**src/rtl/jp_pkg.sv**
```systemverilog
// Joypad constants shared between the console-side controller and this pad emulator,
// plus the turbo gating rule that turns raw buttons into the bits a frame reports.
package jp_pkg;

    localparam int BTN_A      = 0;
    localparam int BTN_B      = 1;
    localparam int BTN_SELECT = 2;
    localparam int BTN_START  = 3;
    localparam int BTN_UP     = 4;
    localparam int BTN_DOWN   = 5;
    localparam int BTN_LEFT   = 6;
    localparam int BTN_RIGHT  = 7;

    localparam int JP_FRAME_BITS = 8;

    localparam int               SHIFT_CNT_W   = 4;
    localparam logic [SHIFT_CNT_W-1:0] SHIFT_CNT_FULL = SHIFT_CNT_W'(JP_FRAME_BITS);
    localparam logic [SHIFT_CNT_W-1:0] SHIFT_CNT_SAT  = SHIFT_CNT_W'(JP_FRAME_BITS + 1);

    // A turbo-enabled button only reads pressed during the "on" turbo phase.
    function automatic logic [JP_FRAME_BITS-1:0] jp_effective(
        input logic [JP_FRAME_BITS-1:0] buttons,
        input logic [1:0]               turbo_en,
        input logic                     turbo_phase
    );
        logic [JP_FRAME_BITS-1:0] eff;
        eff        = buttons;
        eff[BTN_A] = buttons[BTN_A] & (~turbo_en[0] | turbo_phase);
        eff[BTN_B] = buttons[BTN_B] & (~turbo_en[1] | turbo_phase);
        return eff;
    endfunction

endpackage

```
**src/rtl/jp_sync_edge.sv**
```systemverilog
// Multi-flop synchronizer for an asynchronous controller-port pin, with registered
// level and rise/fall strobes that are all aligned to the same cycle.
module jp_sync_edge #(
    parameter int STAGES = 2
) (
    input  logic clk,
    input  logic rst,
    input  logic pin_i,
    output logic level_o,
    output logic rise_o,
    output logic fall_o
);

    logic [STAGES-1:0] sync_q, sync_d;
    logic              level_q, level_d;
    logic              rise_q, rise_d;
    logic              fall_q, fall_d;

    always_comb begin
        sync_d  = {sync_q[STAGES-2:0], pin_i};
        level_d = sync_q[STAGES-1];
        rise_d  = sync_q[STAGES-1] & ~level_q;
        fall_d  = ~sync_q[STAGES-1] & level_q;
    end

    always_ff @(posedge clk) begin
        if (rst) begin
            sync_q  <= '0;
            level_q <= 1'b0;
            rise_q  <= 1'b0;
            fall_q  <= 1'b0;
        end else begin
            sync_q  <= sync_d;
            level_q <= level_d;
            rise_q  <= rise_d;
            fall_q  <= fall_d;
        end
    end

    assign level_o = level_q;
    assign rise_o  = rise_q;
    assign fall_o  = fall_q;

endmodule

```
**src/rtl/jp_pad_emu.sv**
```systemverilog
// Device-side NES joypad: a 4021-style parallel-in/serial-out register driven by the
// console's latch and shift clock, with A/B turbo and poll/overread statistics.
module jp_pad_emu
    import jp_pkg::*;
#(
    parameter int SYNC_STAGES = 2,
    parameter int TURBO_DIV   = 4
) (
    input  logic        clk,
    input  logic        rst,
    input  logic [7:0]  buttons,
    input  logic [1:0]  turbo_en,
    input  logic        jp_latch,
    input  logic        jp_clk,
    output logic        jp_data,
    output logic [15:0] poll_count,
    output logic        overread
);

    localparam int TURBO_CNT_W = (TURBO_DIV > 1) ? $clog2(TURBO_DIV) : 1;
    localparam logic [TURBO_CNT_W-1:0] TURBO_LAST = TURBO_CNT_W'(TURBO_DIV - 1);

    logic lat_level, lat_rise, lat_fall;
    logic clk_level, clk_rise, clk_fall;
    logic unused_edges;

    logic [JP_FRAME_BITS-1:0] sr_q, sr_d;
    logic [SHIFT_CNT_W-1:0]   shift_cnt_q, shift_cnt_d;
    logic [15:0]              poll_count_q, poll_count_d;
    logic [TURBO_CNT_W-1:0]   turbo_cnt_q, turbo_cnt_d;
    logic                     turbo_phase_q, turbo_phase_d;
    logic                     overread_q, overread_d;
    logic                     data_q, data_d;
    logic [JP_FRAME_BITS-1:0] eff;

    jp_sync_edge #(.STAGES(SYNC_STAGES)) u_latch_sync (
        .clk     (clk),
        .rst     (rst),
        .pin_i   (jp_latch),
        .level_o (lat_level),
        .rise_o  (lat_rise),
        .fall_o  (lat_fall)
    );

    jp_sync_edge #(.STAGES(SYNC_STAGES)) u_clk_sync (
        .clk     (clk),
        .rst     (rst),
        .pin_i   (jp_clk),
        .level_o (clk_level),
        .rise_o  (clk_rise),
        .fall_o  (clk_fall)
    );

    assign unused_edges = ^{lat_rise, clk_level, clk_fall};

    // Latch level beats latch fall beats shift clock; a clock edge colliding with
    // either latch condition is dropped so bit 0 is never skipped.
    always_comb begin
        eff           = jp_effective(buttons, turbo_en, turbo_phase_q);
        sr_d          = sr_q;
        shift_cnt_d   = shift_cnt_q;
        poll_count_d  = poll_count_q;
        turbo_cnt_d   = turbo_cnt_q;
        turbo_phase_d = turbo_phase_q;
        overread_d    = 1'b0;

        if (lat_level) begin
            sr_d        = eff;
            shift_cnt_d = '0;
        end else if (lat_fall) begin
            poll_count_d = poll_count_q + 16'd1;
            if (turbo_cnt_q == TURBO_LAST) begin
                turbo_cnt_d   = '0;
                turbo_phase_d = ~turbo_phase_q;
            end else begin
                turbo_cnt_d = turbo_cnt_q + TURBO_CNT_W'(1);
            end
        end else if (clk_rise) begin
            sr_d       = {1'b1, sr_q[JP_FRAME_BITS-1:1]};
            overread_d = (shift_cnt_q >= SHIFT_CNT_FULL);
            if (shift_cnt_q != SHIFT_CNT_SAT) begin
                shift_cnt_d = shift_cnt_q + SHIFT_CNT_W'(1);
            end
        end

        data_d = ~sr_d[0];
    end

    always_ff @(posedge clk) begin
        if (rst) begin
            sr_q          <= '0;
            shift_cnt_q   <= '0;
            poll_count_q  <= '0;
            turbo_cnt_q   <= '0;
            turbo_phase_q <= 1'b1;
            overread_q    <= 1'b0;
            data_q        <= 1'b1;
        end else begin
            sr_q          <= sr_d;
            shift_cnt_q   <= shift_cnt_d;
            poll_count_q  <= poll_count_d;
            turbo_cnt_q   <= turbo_cnt_d;
            turbo_phase_q <= turbo_phase_d;
            overread_q    <= overread_d;
            data_q        <= data_d;
        end
    end

    assign jp_data    = data_q;
    assign poll_count = poll_count_q;
    assign overread   = overread_q;

endmodule

```
**config.mk**
```make
export PLATFORM = sky130hd
export DESIGN_NAME = jp_pad_emu
export DESIGN_NICKNAME = d
export VERILOG_FILES = /design/src/rtl/jp_pkg.sv /design/src/rtl/jp_sync_edge.sv /design/src/rtl/jp_pad_emu.sv
export SDC_FILE = /design/constraint.sdc
export NUM_CORES = 1
export LEC_CHECK = 0
export ABC_AREA = 1
export CORE_UTILIZATION = 55
export CTS_BUF_LIST = sky130_fd_sc_hd__clkbuf_16
export DETAILED_ROUTE_END_ITERATION = 6
export PLACE_DENSITY = 0.94
export SLEW_MARGIN = 20
export SYNTH_ARGS = -nofsm -noshare
export SYNTH_HDL_FRONTEND = slang
export SYNTH_SLANG_ARGS = --single-unit
```
**constraint.sdc**
```tcl
create_clock -name clk -period 2.3 [get_ports clk]
set_clock_uncertainty 0.1 [all_clocks]
set_input_delay 0.46 -clock clk [delete_from_list [all_inputs] [get_ports clk]]
set_output_delay 0.46 -clock clk [all_outputs]
set_load 0.05 [all_outputs]
```
* Word level (Yosys, flattened, before mapping) *
Index checks and enable logic that the tools add are counted.

word-level totals
  flip-flop bits (word level) = 41
  input port bits = 14
  output and inout port bits = 18
  logic and storage cells = 47

cells by class
  add/sub/neg operators = 3
  $lt $le $gt $ge = 1
  equal/unequal tests = 3
  muxes and demuxes = 4
  bitwise operators = 15
  reductions and logical operators = 7

operators with widths
  kind                   number
  $mux 8                 3
  $add 16x1->16 const B  1
  $not 1->1              9
  $reduce_and 3->1       2
  $add 4x1->4 const B    1
  $and 1x1->1            4
  $ge 4x4->1 const B     1
  $ne 4x4->1 const B     1
  $reduce_and 2->1       2
  $reduce_or 4->1        1
  $add 2x1->2 const B    1
  $eq 2x2->1 const B     1
  $mux 2                 1
  $ne 2x1->1 const B     1
  $or 1x1->1             2
  $reduce_bool 2->1      1
  $reduce_or 2->1        1

* Logic depth before layout (Yosys ltp) *
Gate-level depths: netlist of run 1.

  depth in word-level cells = 5
  depth in mapped cells = 8
  mapped depth without buffers = 8

* Modules after synthesis *
From an unflattened synthesis of run 1, not the netlist that was laid out.

unflattened totals
  cell total of the unflattened synthesis = 253
  area total of the unflattened synthesis = 1,896.8 um2

modules (own cells, without submodules)
  module        times used  cells each  area each (um2)  seq. area each (um2)
  jp_pad_emu    1           223         1,616.6          660.6
  jp_sync_edge  2           15          140.1            100.1

* Worst setup path before layout of run 1 *
OpenSTA, ideal clock, no wires.

  path type = flip-flop to flip-flop
  start = register poll_count_q[0], in the netlist poll_count[0]
  end = register poll_count_q[14], in the netlist poll_count[14]
  library setup time = 117 ps
  arrival = 1,518 ps
  data required time = 2,083 ps
  setup slack = 565 ps
  stages on the path, launching flop included = 7
  buffers on the path = 0
  clock period less this slack = 1,735 ps
  path through = dfxtp_1 > ha_1 > nand2_1 > nor2_1 > nand4_1 > o21ai_0 > nor2_1

between the ends
  longest elaborated chain between the ends = 1

RTL lines
  element                   RTL line           text
  start: declaration        jp_pad_emu.sv:29   logic [15:0] poll_count_q, poll_count_d;
  start signal: assignment  jp_pad_emu.sv:101  poll_count_q <= poll_count_d;
  $add 16x1->16             jp_pad_emu.sv:71   poll_count_d = poll_count_q + 16'd1;

Every way passes these cells.
A chain may end at the register's enable or synchronous reset.

* Worst setup path after layout of run 1 *
  start = register poll_count_q[5], in the netlist poll_count[5]
  end = output poll_count[5]

RTL lines
  element           RTL line          text
  end: declaration  jp_pad_emu.sv:16  output logic [15:0] poll_count,

No word-level cell between the ends.

==> results.txt, run 1 <==
Initial antenna violation count -> 0
RSZ-0062 raised after global routing -> false
Metal3 WL -> 329 um
Finished Core Util -> 74.3%
Post-DP Area -> 0.00217 mm^2
Yosys cell types -> 29
Post-Syn Area per Cell -> 7.33 um^2
DRC -> 0
Starting DRT DRC Count -> 139
Final Hold Viols -> 0
Critical Path RT -> 1.74 ns
Cts bufs inserted -> 5
Width of the chip -> 59.5 um
Max-Cap Viols -> 0
Drt total wl -> 3870 um
Worst Hold Class -> reg2reg
CTS tree -> yes
Gpl congestion -> 0.842
Pwr Density -> 628 mW/mm^2
Commonest non-fill, non-tap cell in the layout -> nand2_1
FF-to-FF path depth -> 6
Least-Margin Pin Slew -> 0.520 ns
CP max FO -> 4
Via Count -> 1660
DR WL met2 -> 1870 um
Worst skew pair latency -> 0.28 ns
Achievable Freq -> 0.477 GHz
CP peak stage delay -> 0.84 ns
Worst Hold Launch -> u_clk_sync.sync_q[0]
Setup bufs post-CTS -> 0
Post-synthesis sequential area ratio -> 45.2%
R2R setup slack -> 0.65 ns
Post-CTS resize count -> 0
Setup TNS -> 0 ns
Net Sw Power -> 0.000299 W
CTS Sinks -> 41
Vias in the first global route -> 1492
Final worst slack -> 0.202 ns
CP endpoint kind -> output port
Grt ovf -> 0
Register Area -> 821 um^2
Most frequent cells in the layout -> nand2_1 (52), inv_1 (42), dfxtp_1 (41)
Post-DRT Antenna Nets -> 0
Hold path endpoint -> u_clk_sync.sync_q[1]
Clk pwr share -> 44.0%
Reg clk slew, reported paths -> 0.05 ns
First-pass GRT wire length -> 6400 um
Slowest stage cell on the critical path -> clkdlybuf4s50_1
Worst slack, placed -> 0.507 ns
Highest metal used -> met4
Largest net degree at the start of global routing -> 23
Syn Nets -> 267
Pint -> 0.00115 W
Synth Instances -> 248
Multi-input logic area -> 812 um^2
Post-route cell area -> 0.00230 mm^2
Worst R2R Start -> u_latch_sync.level_o
# hold bufs at CTS -> 0
Max-slew violation count -> 0
Outcome -> completed
CP Class -> reg2out
Critical Path AT -> 1.54 ns
Post-route minimum period -> 2.10 ns
Initial Util -> 58.5%
# fillers -> 241
Area delta synth->final -> 26.9%
Static leakage -> 1.01 nW
Clock tree buffer depth -> 2
Crit path from -> poll_count[5]
Layout cell share with drive strength beyond 1 -> 6.74%
Post-layout nets -> 302
H-tree Lvls -> 2
Drt pass-1 iters -> 5
Port buffer count -> 31
Routed len/inst -> 11.9 um
Switching Fraction -> 20.7%
Hold Path Depth -> 2
Relative slew slack -> 65.2%
#FFs+latches synth -> 41
Reg power frac -> 50.6%
Worst IR drop on VDD -> 524 uV
Startpoint types -> register
Vias/cell -> 5.09
Yosys warns -> 0
Dpl hpwl -> 2710 um
Reg2reg end -> poll_count[14]
Logic pwr share -> 5.5%
GR Util All Layers -> 24.6%
CP Cell Sequence -> clkdlybuf4s50_1
Synth Cell Area -> 0.00182 mm^2
Endpoints failing setup -> 0
CP top delay family -> buffers and inverters
Row count -> 20
WL met1 -> 1630 um
Crit share post-route -> 91.2%
Vertical die dimension -> 59.5 um
Core Area -> 0.00310 mm^2
Critical path buffer and inverter count -> 1
Die Area -> 0.00354 mm^2
CTS Root Cell -> clkbuf_16
# diodes -> 0
IO Count -> 32
[stage by stage]
stage / cells / hold slack (ns) / power, W
6_report: 326 / 0.305 / 0.00145
5_1_grt: 326 / 0.298 / 0.00150
4_1_cts: 326 / 0.298 / 0.00146
3_5_place_dp: 320 / 0.291 / 0.000825
3_3_place_gp: 320 / 0.278 / 0.000822
2_1_floorplan: 248 / 0.273 / 0.000789
[worst max path at each step]
stage / endpoint / cells after the start
2_1_floorplan: poll_count[14] / 6
3_3_place_gp: poll_count[3] / 1
3_5_place_dp: poll_count[3] / 1
4_1_cts: poll_count[5] / 1
5_1_grt: poll_count[2] / 1
6_report: poll_count[5] / 1
[logic make-up (layout without fill, tap and decap cells)]
kind of cell,after synthesis,in the layout,synth area share (%)
AO/OA/AOI/OAI,31,31,9.92
buffers and inverters,48,82,10.1
flip-flops,41,41,45.2
XOR/XNOR,2,2,0.964
AND/OR/NAND/NOR,121,121,30.4
adder cells (fa/ha/maj),5,5,3.44
[routing by layer]
layer / vias up / GRT usage (%)
met5: - / 0
met4: 0 / 10.5
met3: 6 / 8.73
met2: 63 / 40.9
met1: 744 / 28.4
li1: 847 / -
[power groups by stage]
stage	Combinational (W)	Clock [W]	Sequential, W
after floorplan	0.0000392	0	0.000749
after global placement	0.0000762	0	0.000746
after detailed placement	0.0000785	0	0.000746
after CTS	0.0000793	0.000651	0.000731
after global routing	0.0000885	0.000681	0.000732
final	0.0000794	0.000636	0.000731
[synthesized netlist by cell type (all sizes together)]
cell type | instances | area (um^2)
dfxtp | 41 | 821
a31oi | 1 | 6.26
buf | 3 | 15.0
xnor2 | 1 | 8.76
o211ai | 1 | 7.51
clkbuf | 2 | 7.51
nand3 | 14 | 80.1
nor2 | 42 | 191
o211a | 1 | 10.0
o21ai | 13 | 65.1
inv | 43 | 161
ha | 5 | 62.6
nor4 | 1 | 6.26
xor2 | 1 | 8.76
a211oi | 1 | 7.51
nor3 | 6 | 30.0
nand4 | 5 | 37.5
o221ai | 1 | 8.76
a22oi | 4 | 30.0
a21oi | 9 | 45.0
nand2 | 53 | 206
[registers in the layout, summed over array words and instances (netlist names), 2 cells and up]
register,count
turbo_cnt_q,2
sr_q,8
u_latch_sync.sync_q,2
poll_count,16
u_clk_sync.sync_q,2
shift_cnt_q,4
[layout make-up]
type                            instances  area share (%)
Clock buffer                            5            5.43
Clock inverter                          1           0.217
Inverter                               43            7.00
Multi-Input combinational cell        159            35.2
Sequential cell                        41            35.6
Tap cell                               44            2.39
Timing Repair Buffer                   33            14.1
(Power assumes the default switching activity.)
==> inputs of run 2 (changes only) <==
Settings changed: ABC_AREA 1 to not set.
==> results.txt, run 2 <==
Endpoints failing setup -> 0 (unchanged)
Layout cell share with drive strength beyond 1 -> 10.3% (was 6.74%)
Switching Fraction -> 18.8% (was 20.7%)
Reg power frac -> 46.8% (was 50.6%)
Setup TNS -> 0 ns (unchanged)
Largest net degree at the start of global routing -> 39 (was 23)
Crit path from -> poll_count[10] (was poll_count[5])
Static leakage -> 0.894 nW (was 1.01 nW)
Cts bufs inserted -> 5 (unchanged)
Top cell type by total area after synthesis -> dfxtp_1 (unchanged)
Final hold slack -> 0.292 ns (was 0.305 ns)
Net Sw Power -> 0.000292 W (was 0.000299 W)
Max-Cap Viols -> 0 (unchanged)
RSZ-0062 raised after global routing -> false (unchanged)
Synth Cell Area -> 0.00176 mm^2 (was 0.00182 mm^2)
Clock tree buffer depth -> 2 (unchanged)
Die Area -> 0.00343 mm^2 (was 0.00354 mm^2)
Routed len/inst -> 13.2 um (was 11.9 um)
Achievable Freq -> 0.469 GHz (was 0.477 GHz)
Worst IR drop on VDD -> 542 uV (was 524 uV)
DP Cell Count -> 250 (was 320)
Dpl hpwl -> 2230 um (was 2710 um)
DRC -> 0 (unchanged)
Core Area -> 0.00305 mm^2 (was 0.00310 mm^2)
CTS tree -> yes (unchanged)
Post-synth top cells -> dfxtp_1 (41), nor2_1 (28), nor2b_1 (15) (was nand2_1 (52), inv_1 (42), dfxtp_1 (41))
Crit share post-route -> 92.8% (was 91.2%)
Post-CTS resize count -> 0 (unchanged)
Post-route minimum period -> 2.13 ns (was 2.10 ns)
CP endpoint kind -> output port (unchanged)
Logic pwr share -> 4.4% (was 5.5%)
CTS Sinks -> 41 (unchanged)
Vertical die dimension -> 58.6 um (was 59.5 um)
Synth async-reset ratio -> 0% (unchanged)
Critical Path AT -> 1.57 ns (was 1.54 ns)
CP Cell Sequence -> clkdlybuf4s50_1 (unchanged)
Setup bufs post-CTS -> 0 (unchanged)
Pint -> 0.00126 W (was 0.00115 W)
Area delta synth->final -> 30.1% (was 26.9%)
CTS Root Cell -> clkbuf_16 (unchanged)
Final Hold Viols -> 0 (unchanged)
Vias in the first global route -> 1244 (was 1492)
Initial antenna violation count -> 0 (unchanged)
# hold bufs at CTS -> 0 (unchanged)
Worst slack, placed -> 0.472 ns (was 0.507 ns)
CP max FO -> 5 (was 4)
Relative slew slack -> 61.2% (was 65.2%)
Max FFs per register -> 16 (unchanged)
Yosys cell types -> 38 (was 29)
Gpl congestion -> 0.733 (was 0.842)
Clk pwr share -> 48.8% (was 44.0%)
Outcome -> completed (unchanged)
Finished Core Util -> 75.0% (was 74.3%)
Width of the chip -> 58.6 um (was 59.5 um)
CP peak stage delay -> 0.86 ns (was 0.84 ns)
Synth Instances -> 179 (was 248)
Post-synthesis sequential area ratio -> 46.6% (was 45.2%)
Pwr Density -> 680 mW/mm^2 (was 628 mW/mm^2)
Reg clk slew, reported paths -> 0.06 ns (was 0.05 ns)
Vias/cell -> 5.27 (was 5.09)
Least-Margin Pin Slew -> 0.581 ns (was 0.520 ns)
Max-slew violation count -> 0 (unchanged)
Startpoint types -> register (unchanged)
Grt ovf -> 0 (unchanged)
Starting DRT DRC Count -> 49 (was 139)
Post-layout nets -> 232 (was 302)
#FFs+latches synth -> 41 (unchanged)
Post-synth EDFFs -> 0 (unchanged)
First-pass GRT wire length -> 5550 um (was 6400 um)
Port buffer count -> 31 (unchanged)
Via Count -> 1360 (was 1660)
Worst Hold Class -> reg2reg (unchanged)
Commonest non-fill, non-tap cell in the layout -> dfxtp_1 (was nand2_1)
Hold Path Depth -> 1 (was 2)
CP top delay family -> buffers and inverters (unchanged)
# diodes -> 0 (unchanged)
Critical path buffer and inverter count -> 1 (unchanged)
Post-Syn Area per Cell -> 9.83 um^2 (was 7.33 um^2)
Row count -> 20 (unchanged)
IO Count -> 32 (unchanged)
Final worst slack -> 0.166 ns (was 0.202 ns)
FF-to-FF path depth -> 4 (was 6)
Critical path depth in cells -> 1 (unchanged)
Worst Hold Launch -> u_clk_sync.level_o (was u_clk_sync.sync_q[0])
Worst skew pair latency -> 0.28 ns (about the same)
Initial Util -> 57.7% (was 58.5%)
Drt total wl -> 3410 um (was 3870 um)
Critical Path RT -> 1.74 ns (about the same)
CP Class -> reg2out (unchanged)
Post-DRT Antenna Nets -> 0 (unchanged)
Synth top area share -> 46.6% (was 45.2%)
Syn Nets -> 198 (was 267)
Top post-synthesis cells by area -> dfxtp_1 (47%), nor2_1 (6.0%), mux2i_1 (5.7%) (was dfxtp_1 (45%), nand2_1 (11%), inv_1 (8.7%))
Commonest register cell after synthesis -> dfxtp_1 (unchanged)
Final std cells w/o fill -> 258 (was 326)
Yosys warns -> 0 (unchanged)
Drt pass-1 iters -> 4 (was 5)
Most frequent cells in the layout -> dfxtp_1 (41), clkdlybuf4s50_1 (31), nor2_1 (28) (was nand2_1 (52), inv_1 (42), dfxtp_1 (41))
Top-count cell post-synth -> dfxtp_1 (was nand2_1)
H-tree Lvls -> 2 (unchanged)
Slowest stage cell on the critical path -> clkdlybuf4s50_1 (unchanged)
GR Util All Layers -> 22.4% (was 24.6%)
Worst R2R Start -> u_latch_sync.level_o (unchanged)
==> run 2: per-layer routing <==
metal,part of all wire (%),track usage (%),up-vias
met2,49,36.8,31
met5,0,0,-
met1,45,26.5,646
met3,4.4,7.47,6
li1,-,-,677
met4,1.8,10.2,0
==> run 2: power groups by stage <==
stage               logic (W)  registers (W)  clock network, W
floorplan           0.0000354       0.000744                 0
global route        0.0000751       0.000730          0.000794
CTS                 0.0000692       0.000729          0.000771
finish              0.0000688       0.000729          0.000759
global placement    0.0000673       0.000743                 0
detailed placement  0.0000688       0.000744                 0
==> run 2: cell type report <==
| class | instances | area, um^2 |
|---|---|---|
| fillers | 220 | 763 |
| clock inverters | 3 | 37.5 |
| flip-flops and latches | 41 | 821 |
| inverters | 6 | 22.5 |
| well taps | 44 | 55.1 |
| clock buffers | 5 | 125 |
| multi-input cells | 125 | 883 |
| repair buffers | 34 | 345 |
==> run 2: per-stage QoR <==
step / instance area [um^2] / total power, W
after global placement: 2130 / 0.000811
after global routing: 2290 / 0.00160
after floorplan: 1760 / 0.000779
after CTS: 2290 / 0.00157
after detailed placement: 2130 / 0.000813
final: 2290 / 0.00156
==> run 2: logic make-up (layout without fill, tap and decap cells) <==
family          after synthesis  after routing  share of synthesized area (%)
compound gates               14             14                           5.12
flops                        41             41                           46.6
fa+ha+maj                     5              5                           3.55
xor+xnor                     13             13                           6.47
mux                          17             17                           10.6
buf+inv                      13             48                           3.20
simple gates                 76             76                           24.4
==> run 2: worst paths after layout <==
check,endpoint,slack (ns)
worst max-delay path,poll_count[10],0.17
worst min-delay path,u_clk_sync.rise_o,0.29
worst max register to register,poll_count[13],0.52
worst min register to register,u_clk_sync.rise_o,0.29
==> inputs of run 3 (changes only) <==
Settings changed: ABC_AREA set to 0.
==> results of run 3 <==
Final layout, timing and power as in run 2 (identical DEF).
